**src/rtl/bank_pkg.sv**
```systemverilog
// Shared bank-side types and constants: opcode encodings, request field widths
// and the request payload struct carried from crossbar channels to the HTU.
package bank_pkg;

  localparam int NUM_CH    = 3;
  localparam int CH_ID_W   = 2;
  localparam int ADDR_HI   = 31;
  localparam int ADDR_LO   = 4;
  localparam int ADDR_W    = ADDR_HI - ADDR_LO + 1;
  localparam int WBUF_ID_W = 8;
  localparam int OPC_W     = 2;

  typedef logic [OPC_W-1:0] opcode_t;

  localparam opcode_t OPC_READ  = 2'b00;
  localparam opcode_t OPC_WRITE = 2'b01;

  typedef struct packed {
    opcode_t               opcode;
    logic [ADDR_W-1:0]     addr;
    logic [WBUF_ID_W-1:0]  wbuffer_id;
  } req_payload_t;

  // Round-robin successor of a channel id: 0 -> 1 -> 2 -> 0.
  function automatic logic [CH_ID_W-1:0] next_ch(input logic [CH_ID_W-1:0] k);
    return (k == CH_ID_W'(NUM_CH - 1)) ? '0 : k + 1'b1;
  endfunction

endpackage

```
**src/rtl/bank_rr_arbiter3.sv**
```systemverilog
// Combinational three-way round-robin: first eligible channel at or after
// rr_ptr wins, plus the pointer value that follows that winner.
module bank_rr_arbiter3
  import bank_pkg::*;
(
  input  logic [NUM_CH-1:0]  elig,
  input  logic [CH_ID_W-1:0] rr_ptr,
  output logic [NUM_CH-1:0]  grant,
  output logic [CH_ID_W-1:0] grant_id,
  output logic [CH_ID_W-1:0] next_ptr
);

  logic found;
  int   idx;

  always_comb begin
    // NOTE: every output and temporary gets a default up front so no path
    // through the search loop can leave a value unassigned and infer a latch.
    grant    = '0;
    grant_id = '0;
    found    = 1'b0;
    idx      = 0;
    for (int i = 0; i < NUM_CH; i++) begin
      idx = (int'(rr_ptr) + i) % NUM_CH;
      if (!found && elig[idx]) begin
        found      = 1'b1;
        grant[idx] = 1'b1;
        grant_id   = CH_ID_W'(idx);
      end
    end
    next_ptr = next_ch(grant_id);
  end

endmodule

```
**src/rtl/bank_req_arbiter.sv**
```systemverilog
// Shares one bank HTU request port among three crossbar channels with
// round-robin arbitration and per-channel read-return credits.
// Optional BANK_REQ_ARB_PERF_EN adds grant/stall performance counters.
module bank_req_arbiter
  import bank_pkg::*;
#(
  parameter int CREDIT_NUM = 4,
  parameter int CNT_W      = 4
) (
  input  logic                        clk_i,
  input  logic                        rst_i,
  input  logic [NUM_CH-1:0]           ch_req_valid_i,
  output logic [NUM_CH-1:0]           ch_req_ready_o,
  input  logic [NUM_CH*OPC_W-1:0]     ch_req_opcode_i,
  input  logic [NUM_CH*ADDR_W-1:0]    ch_req_addr_i,
  input  logic [NUM_CH*WBUF_ID_W-1:0] ch_req_wbuffer_id_i,
  output logic                        htu_valid_o,
  input  logic                        htu_allowIn_i,
  output logic [CH_ID_W-1:0]          htu_ch_id_o,
  output logic [OPC_W-1:0]            htu_opcode_o,
  output logic [ADDR_W-1:0]           htu_addr_o,
  output logic [WBUF_ID_W-1:0]        htu_wbuffer_id_o,
  input  logic                        rtn_valid_i,
  input  logic [CH_ID_W-1:0]          rtn_channel_id_i,
  output logic [NUM_CH*CNT_W-1:0]     credit_o,
  output logic                        credit_err_o
`ifdef BANK_REQ_ARB_PERF_EN
  ,
  input  logic                        perf_clr_i,
  output logic [NUM_CH*16-1:0]        perf_grant_cnt_o,
  output logic [15:0]                 perf_stall_cnt_o
`endif
);

  localparam logic [CNT_W-1:0] CREDIT_FULL = CNT_W'(CREDIT_NUM);

  req_payload_t       ch_pay   [NUM_CH];
  logic [CNT_W-1:0]   credit_q [NUM_CH];
  logic [NUM_CH-1:0]  elig;
  logic [NUM_CH-1:0]  grant;
  logic [NUM_CH-1:0]  dec;
  logic [NUM_CH-1:0]  inc;
  logic [CH_ID_W-1:0] grant_id;
  logic [CH_ID_W-1:0] next_ptr;
  logic [CH_ID_W-1:0] rr_ptr;
  logic               load;
  logic               accept;
  req_payload_t       slot_q;

  always_comb begin
    elig     = '0;
    dec      = '0;
    inc      = '0;
    credit_o = '0;
    for (int k = 0; k < NUM_CH; k++) begin
      ch_pay[k].opcode     = ch_req_opcode_i[k*OPC_W +: OPC_W];
      ch_pay[k].addr       = ch_req_addr_i[k*ADDR_W +: ADDR_W];
      ch_pay[k].wbuffer_id = ch_req_wbuffer_id_i[k*WBUF_ID_W +: WBUF_ID_W];
      // A read needs a free return-buffer slot; every other opcode always flows.
      elig[k] = ch_req_valid_i[k] &
                ((ch_pay[k].opcode != OPC_READ) | (credit_q[k] != '0));
      dec[k]  = ch_req_ready_o[k] & (ch_pay[k].opcode == OPC_READ);
      inc[k]  = rtn_valid_i & (rtn_channel_id_i == CH_ID_W'(k));
      credit_o[k*CNT_W +: CNT_W] = credit_q[k];
    end
  end

  bank_rr_arbiter3 u_rr (
    .elig     (elig),
    .rr_ptr   (rr_ptr),
    .grant    (grant),
    .grant_id (grant_id),
    .next_ptr (next_ptr)
  );

  // The slot can take a new request when it is empty or draining this cycle.
  assign load           = ~htu_valid_o | htu_allowIn_i;
  assign ch_req_ready_o = grant & {NUM_CH{load & ~rst_i}};
  assign accept         = |ch_req_ready_o;

  assign htu_opcode_o     = slot_q.opcode;
  assign htu_addr_o       = slot_q.addr;
  assign htu_wbuffer_id_o = slot_q.wbuffer_id;

  // NOTE: all state uses non-blocking assignments so every register samples
  // the pre-edge values of its peers, independent of block ordering.
  always_ff @(posedge clk_i or posedge rst_i) begin
    if (rst_i) begin
      htu_valid_o <= 1'b0;
      htu_ch_id_o <= '0;
      slot_q      <= '0;
      rr_ptr      <= '0;
    end else begin
      if (load) begin
        htu_valid_o <= accept;
        if (accept) begin
          slot_q      <= ch_pay[grant_id];
          htu_ch_id_o <= grant_id;
        end
      end
      if (accept) rr_ptr <= next_ptr;
    end
  end

  // NOTE: the credit array is reset explicitly; unlike a data memory its
  // contents are control state and must start at the full allowance.
  always_ff @(posedge clk_i or posedge rst_i) begin
    if (rst_i) begin
      for (int k = 0; k < NUM_CH; k++) credit_q[k] <= CREDIT_FULL;
      credit_err_o <= 1'b0;
    end else begin
      for (int k = 0; k < NUM_CH; k++) begin
        if (dec[k] && !inc[k]) begin
          credit_q[k] <= credit_q[k] - 1'b1;
        end else if (inc[k] && !dec[k]) begin
          // A return with no outstanding read is an upstream bug: saturate, flag.
          if (credit_q[k] == CREDIT_FULL) credit_err_o <= 1'b1;
          else                            credit_q[k]  <= credit_q[k] + 1'b1;
        end
      end
    end
  end

`ifdef BANK_REQ_ARB_PERF_EN
  logic [15:0] grant_cnt_q [NUM_CH];

  always_ff @(posedge clk_i or posedge rst_i) begin
    if (rst_i) begin
      for (int k = 0; k < NUM_CH; k++) grant_cnt_q[k] <= '0;
      perf_stall_cnt_o <= '0;
    end else if (perf_clr_i) begin
      for (int k = 0; k < NUM_CH; k++) grant_cnt_q[k] <= '0;
      perf_stall_cnt_o <= '0;
    end else begin
      for (int k = 0; k < NUM_CH; k++) begin
        if (ch_req_ready_o[k] && grant_cnt_q[k] != '1)
          grant_cnt_q[k] <= grant_cnt_q[k] + 1'b1;
      end
      if (htu_valid_o && !htu_allowIn_i && perf_stall_cnt_o != '1)
        perf_stall_cnt_o <= perf_stall_cnt_o + 1'b1;
    end
  end

  always_comb begin
    perf_grant_cnt_o = '0;
    for (int k = 0; k < NUM_CH; k++) perf_grant_cnt_o[k*16 +: 16] = grant_cnt_q[k];
  end
`endif

endmodule

```
**config.mk**
```make
export PLATFORM = sky130hd
export DESIGN_NAME = bank_req_arbiter
export DESIGN_NICKNAME = d
export VERILOG_FILES = /design/src/rtl/bank_pkg.sv /design/src/rtl/bank_rr_arbiter3.sv /design/src/rtl/bank_req_arbiter.sv
export SDC_FILE = /design/constraint.sdc
export NUM_CORES = 1
export LEC_CHECK = 0
export ABC_CLOCK_PERIOD_IN_PS = 3600
export BUFFER_PORTS_ARGS = -buffer_cell sky130_fd_sc_hd__buf_2
export CORE_ASPECT_RATIO = 2
export CORE_MARGIN = 5
export CORE_UTILIZATION = 43
export DETAILED_ROUTE_END_ITERATION = 8
export PLACE_DENSITY = 0.78
export SYNTH_ARGS = -nofsm -noshare
export SYNTH_HDL_FRONTEND = slang
export SYNTH_HIERARCHICAL = 1
export SYNTH_SLANG_ARGS = --single-unit
```
**constraint.sdc**
```tcl
create_clock -name clk_i -period 3.6 [get_ports clk_i]
set_input_delay 0.18 -clock clk_i [delete_from_list [all_inputs] [get_ports clk_i]]
set_output_delay 0.18 -clock clk_i [all_outputs]
set_load 0.005 [all_outputs]
```
==> results.cfg <==
[status]
run_status = complete, but fails checks
failed_checks = negative setup slack

[route]
drt.antenna.violating_nets = 0
drt_iter0_drc = 107
drt_wl_total_mm = 11.8
iteration_count_of_the_initial_detailed_routing_pass = 5
routed_wire_length_per_instance_um = 17.2
vias_per_cell = 5.39
vias = 3705
drc = 0

[clocking]
ctsRootBufferMaster = sky130_fd_sc_hd__clkbuf_16
worstSkewPairLatency_ns = 0.29
hold_buffers_post_cts = 0
cts.reportedPaths.clkPinSlew_ns = 0.07
htreeDepth = 2
cts_inserted_buffers = 5
cts.sink_count = 56
tritoncts_clock_tree = yes
cts-root-to-sink-buffers = 2

[place]
final_estimated_routing_congestion_in_global_placement = 0.857
place_inst = 671
hpwl_mm = 9.02
postPlaceCellArea_mm2 = 0.00494
detailedPlace.worstSlack_ns = -0.0993
portBuffers = 179

[sta]
worst_pin_slew_ns = 1.02
rsz0062_at_grt = yes
fin_skew_ns = 0.00807
fin_ws_ns = -0.0420
timing.final.hold_violations = 0
final_setup_violating_endpoints = 1
timing.final.crit_share_pct = 101
fmaxAchievable_mhz = 275
time_the_worst_path_needs_with_i_o_delays_and_setup_ns = 3.64
final.hold.worst_slack_ns = 0.159
maxSlewViolCount = 0
timing.slew.headroom_pct = 31.6

[layout]
fin_nets = 729
insertedDiodeCount = 0
layout-area-overhead-vs-synth_pct = 37.5
number_of_fill_cells_in_the_layout = 745
postLayoutCellArea_mm2 = 0.00528
layout-drive-gt1-share_pct = 50.2
finalNonFillerCells = 688

[grt]
grt_pass1_vias = 4100
grt_pass1_wl_mm = 18.4
global_route.overflow_total = 0
grt_max_degree = 49
antenna_found_initial = 0
gr-usage-all-layers_pct = 20.4

[setup_path]
critical_path_required_time_ns = 3.77
critPathBufInv = 0
crit_family = compound AO/OA/AOI/OAI gates
crit_path_max_incr_delay_ns = 0.39
worstSetupEndpointType = flip-flop
path_class = flip-flop to flip-flop
timing.critical_path.arrival_ns = 3.81
worst_path_max_delay_cell = sky130_fd_sc_hd__or3_4
worstSetupStartpointType = flip-flop
critical_path_peak_fanout = 3
worstSetupStartpoint = credit_o[7]$_DFFE_PP0P_
cp_cell_sequence = or3_4 -> o41a_4 -> mux2_4 -> nand3_2 -> o22ai_2 -> a221oi_2 -> nor2_1 -> and3_4 -> ha_4 -> ha_4 -> a21o_1 -> a21oi_2 -> mux2i_1 -> mux2_4
r2r-start = credit_o[7]$_DFFE_PP0P_

[logic_synthesis]
synthDominantAreaCellType = sky130_fd_sc_hd__dfrtp_1
syn_inst = 387
yosys.area.top_type_share_pct = 34.5
synth_area_per_cell_um2 = 9.93
synthTopCellsByCount = sky130_fd_sc_hd__dfrtp_1, sky130_fd_sc_hd__nand2_1, sky130_fd_sc_hd__o21ai_0
ys_ff_latch = 56
synth_enable_flop_cells = 0
yosysUniqueCellTypes = 44
syn-cell-area_mm2 = 0.00384
seq_area_frac_synth_pct = 36.6
synthesis.yosys.warnings = 6
synthFlopType = sky130_fd_sc_hd__dfrtp_1
syn_nets = 529
synthArstFlopShare_pct = 100
leading_post_synthesis_cells_by_cell_area = sky130_fd_sc_hd__dfrtp_1, sky130_fd_sc_hd__mux2_2, sky130_fd_sc_hd__mux2i_1

[power_and_ir_drop]
ir_worst_vdd_v = 0.000613
power_density_mw_per_mm2 = 902
total_power_mw = 4.77
power_leakage_nw = 2.63

[die]
die_h_um = 144
placementRows = 48
io-pin-count = 180
core_region_area_mm2 = 0.00871
die_width_um = 76.8
fp.dieArea_mm2 = 0.0110
initial_core_util_pct = 44.1

[run]
drv_cap = 0

[worst_hold_path]
timing.hold.worst.class = input port to asynchronous set/reset pin
## area by class of cell
type                       count  area, um2  area share [%]
clock buffer                   8        146            2.77
tap                          100        125            2.37
multi-input combinational    290       2350            44.4
sequential                    56       1410            26.6
timing repair buffer         213       1180            22.3
inverter                      21       78.8            1.49
## timing repair
item | in CTS | in global routing
resized for setup | 7 | 21
endpoints found under the setup margin | 1 | 5
buffers inserted | 4 | 5
pin swaps | 8 | 8
## placed cells by master, fill, tap and decap left out, drive strengths merged, types with 2 or more instances in the layout
master,Yosys,layout
a21oi,14,14
nand2,53,53
xor2,4,4
inv,21,21
ha,16,16
nor2b,2,2
mux2,45,45
nand3,2,2
nor2,12,12
or3,3,3
o41a,3,3
nor3b,3,3
nand2b,3,3
clkbuf,3,8
fa,3,3
and3,5,5
o22ai,3,3
and2,3,3
a21o,5,5
dfstp,3,3
or2,2,2
o21ai,55,55
nand3b,4,4
mux2i,41,41
dfrtp,53,53
buf,17,213
## worst reg2reg max path: stages (launching register included)
cell                       delay [ns]
sky130_fd_sc_hd__dfrtp_1         0.38
sky130_fd_sc_hd__or3_4           0.39
sky130_fd_sc_hd__o41a_4          0.38
sky130_fd_sc_hd__mux2_4          0.27
sky130_fd_sc_hd__nand3_2         0.08
sky130_fd_sc_hd__o22ai_2         0.10
sky130_fd_sc_hd__a221oi_2        0.29
sky130_fd_sc_hd__nor2_1          0.10
sky130_fd_sc_hd__and3_4          0.20
sky130_fd_sc_hd__ha_4            0.17
sky130_fd_sc_hd__ha_4            0.20
sky130_fd_sc_hd__a21o_1          0.19
sky130_fd_sc_hd__a21oi_2         0.14
sky130_fd_sc_hd__mux2i_1         0.30
sky130_fd_sc_hd__mux2_4          0.34
## per-layer routing
layer  share of wire, %  wire length [um]  vias up  GRT usage, %
met2                 56              6640      173          38.6
met1                 32              3830     1725          19.1
met5                  0                 0        -             0
met3                5.5               650       60          4.52
met4                6.0               709        0          13.3
li1                   -                 -     1747             -
## per-stage QoR
stage / util (%) / setup TNS (ns)
2_1_floorplan: - / 0
3_3_place_gp: 56.7 / 0
3_5_place_dp: 56.7 / -0.0993
4_1_cts: 59.2 / 0
5_1_grt: 60.7 / -0.240
6_report: 60.7 / -0.0420
## cells by family after synthesis
group | Yosys count | synth area share, %
xor gates and xnor gates | 4 | 0.912
AOI/OAI and AO/OA | 86 | 13.1
buffers and inverters | 41 | 6.32
muxes | 86 | 23.9
DFF | 56 | 36.6
adders and majority gates | 19 | 6.77
and+or+nand+nor | 95 | 12.5
## registers in the layout (all words and copies together), names as in the netlist
name / flops
htu_addr_o: 28
credit_o: 12
htu_wbuffer_id_o: 8
htu_ch_id_o: 2
htu_opcode_o: 2
rr_ptr: 2
credit_err_o: 1
htu_valid_o: 1
## final timing paths
| path | to | slack (ns) | cells after the start |
|---|---|---|---|
| hold / removal | htu_valid_o$_DFFE_PP0N_ | 0.16 | 2 |
| min in group clk_i | htu_wbuffer_id_o[1]$_DFFE_PP0P_ | 0.22 | 4 |
| hold reg to reg | credit_err_o$_DFF_PP0_ | 0.47 | 2 |
| setup reg to reg | credit_o[3]$_DFFE_PP0P_ | -0.04 | 14 |
| setup / recovery | credit_o[3]$_DFFE_PP0P_ | -0.04 | 14 |
| max in group asynchronous | htu_addr_o[14]$_DFFE_PP0P_ | 2.72 | 3 |
## power breakdown
group | internal (mW) | switching (mW)
Clock | 0.278 | 0.210
Combinational | 1.60 | 1.54
Sequential | 0.968 | 0.171
Power figures use the tool's default switching activity.
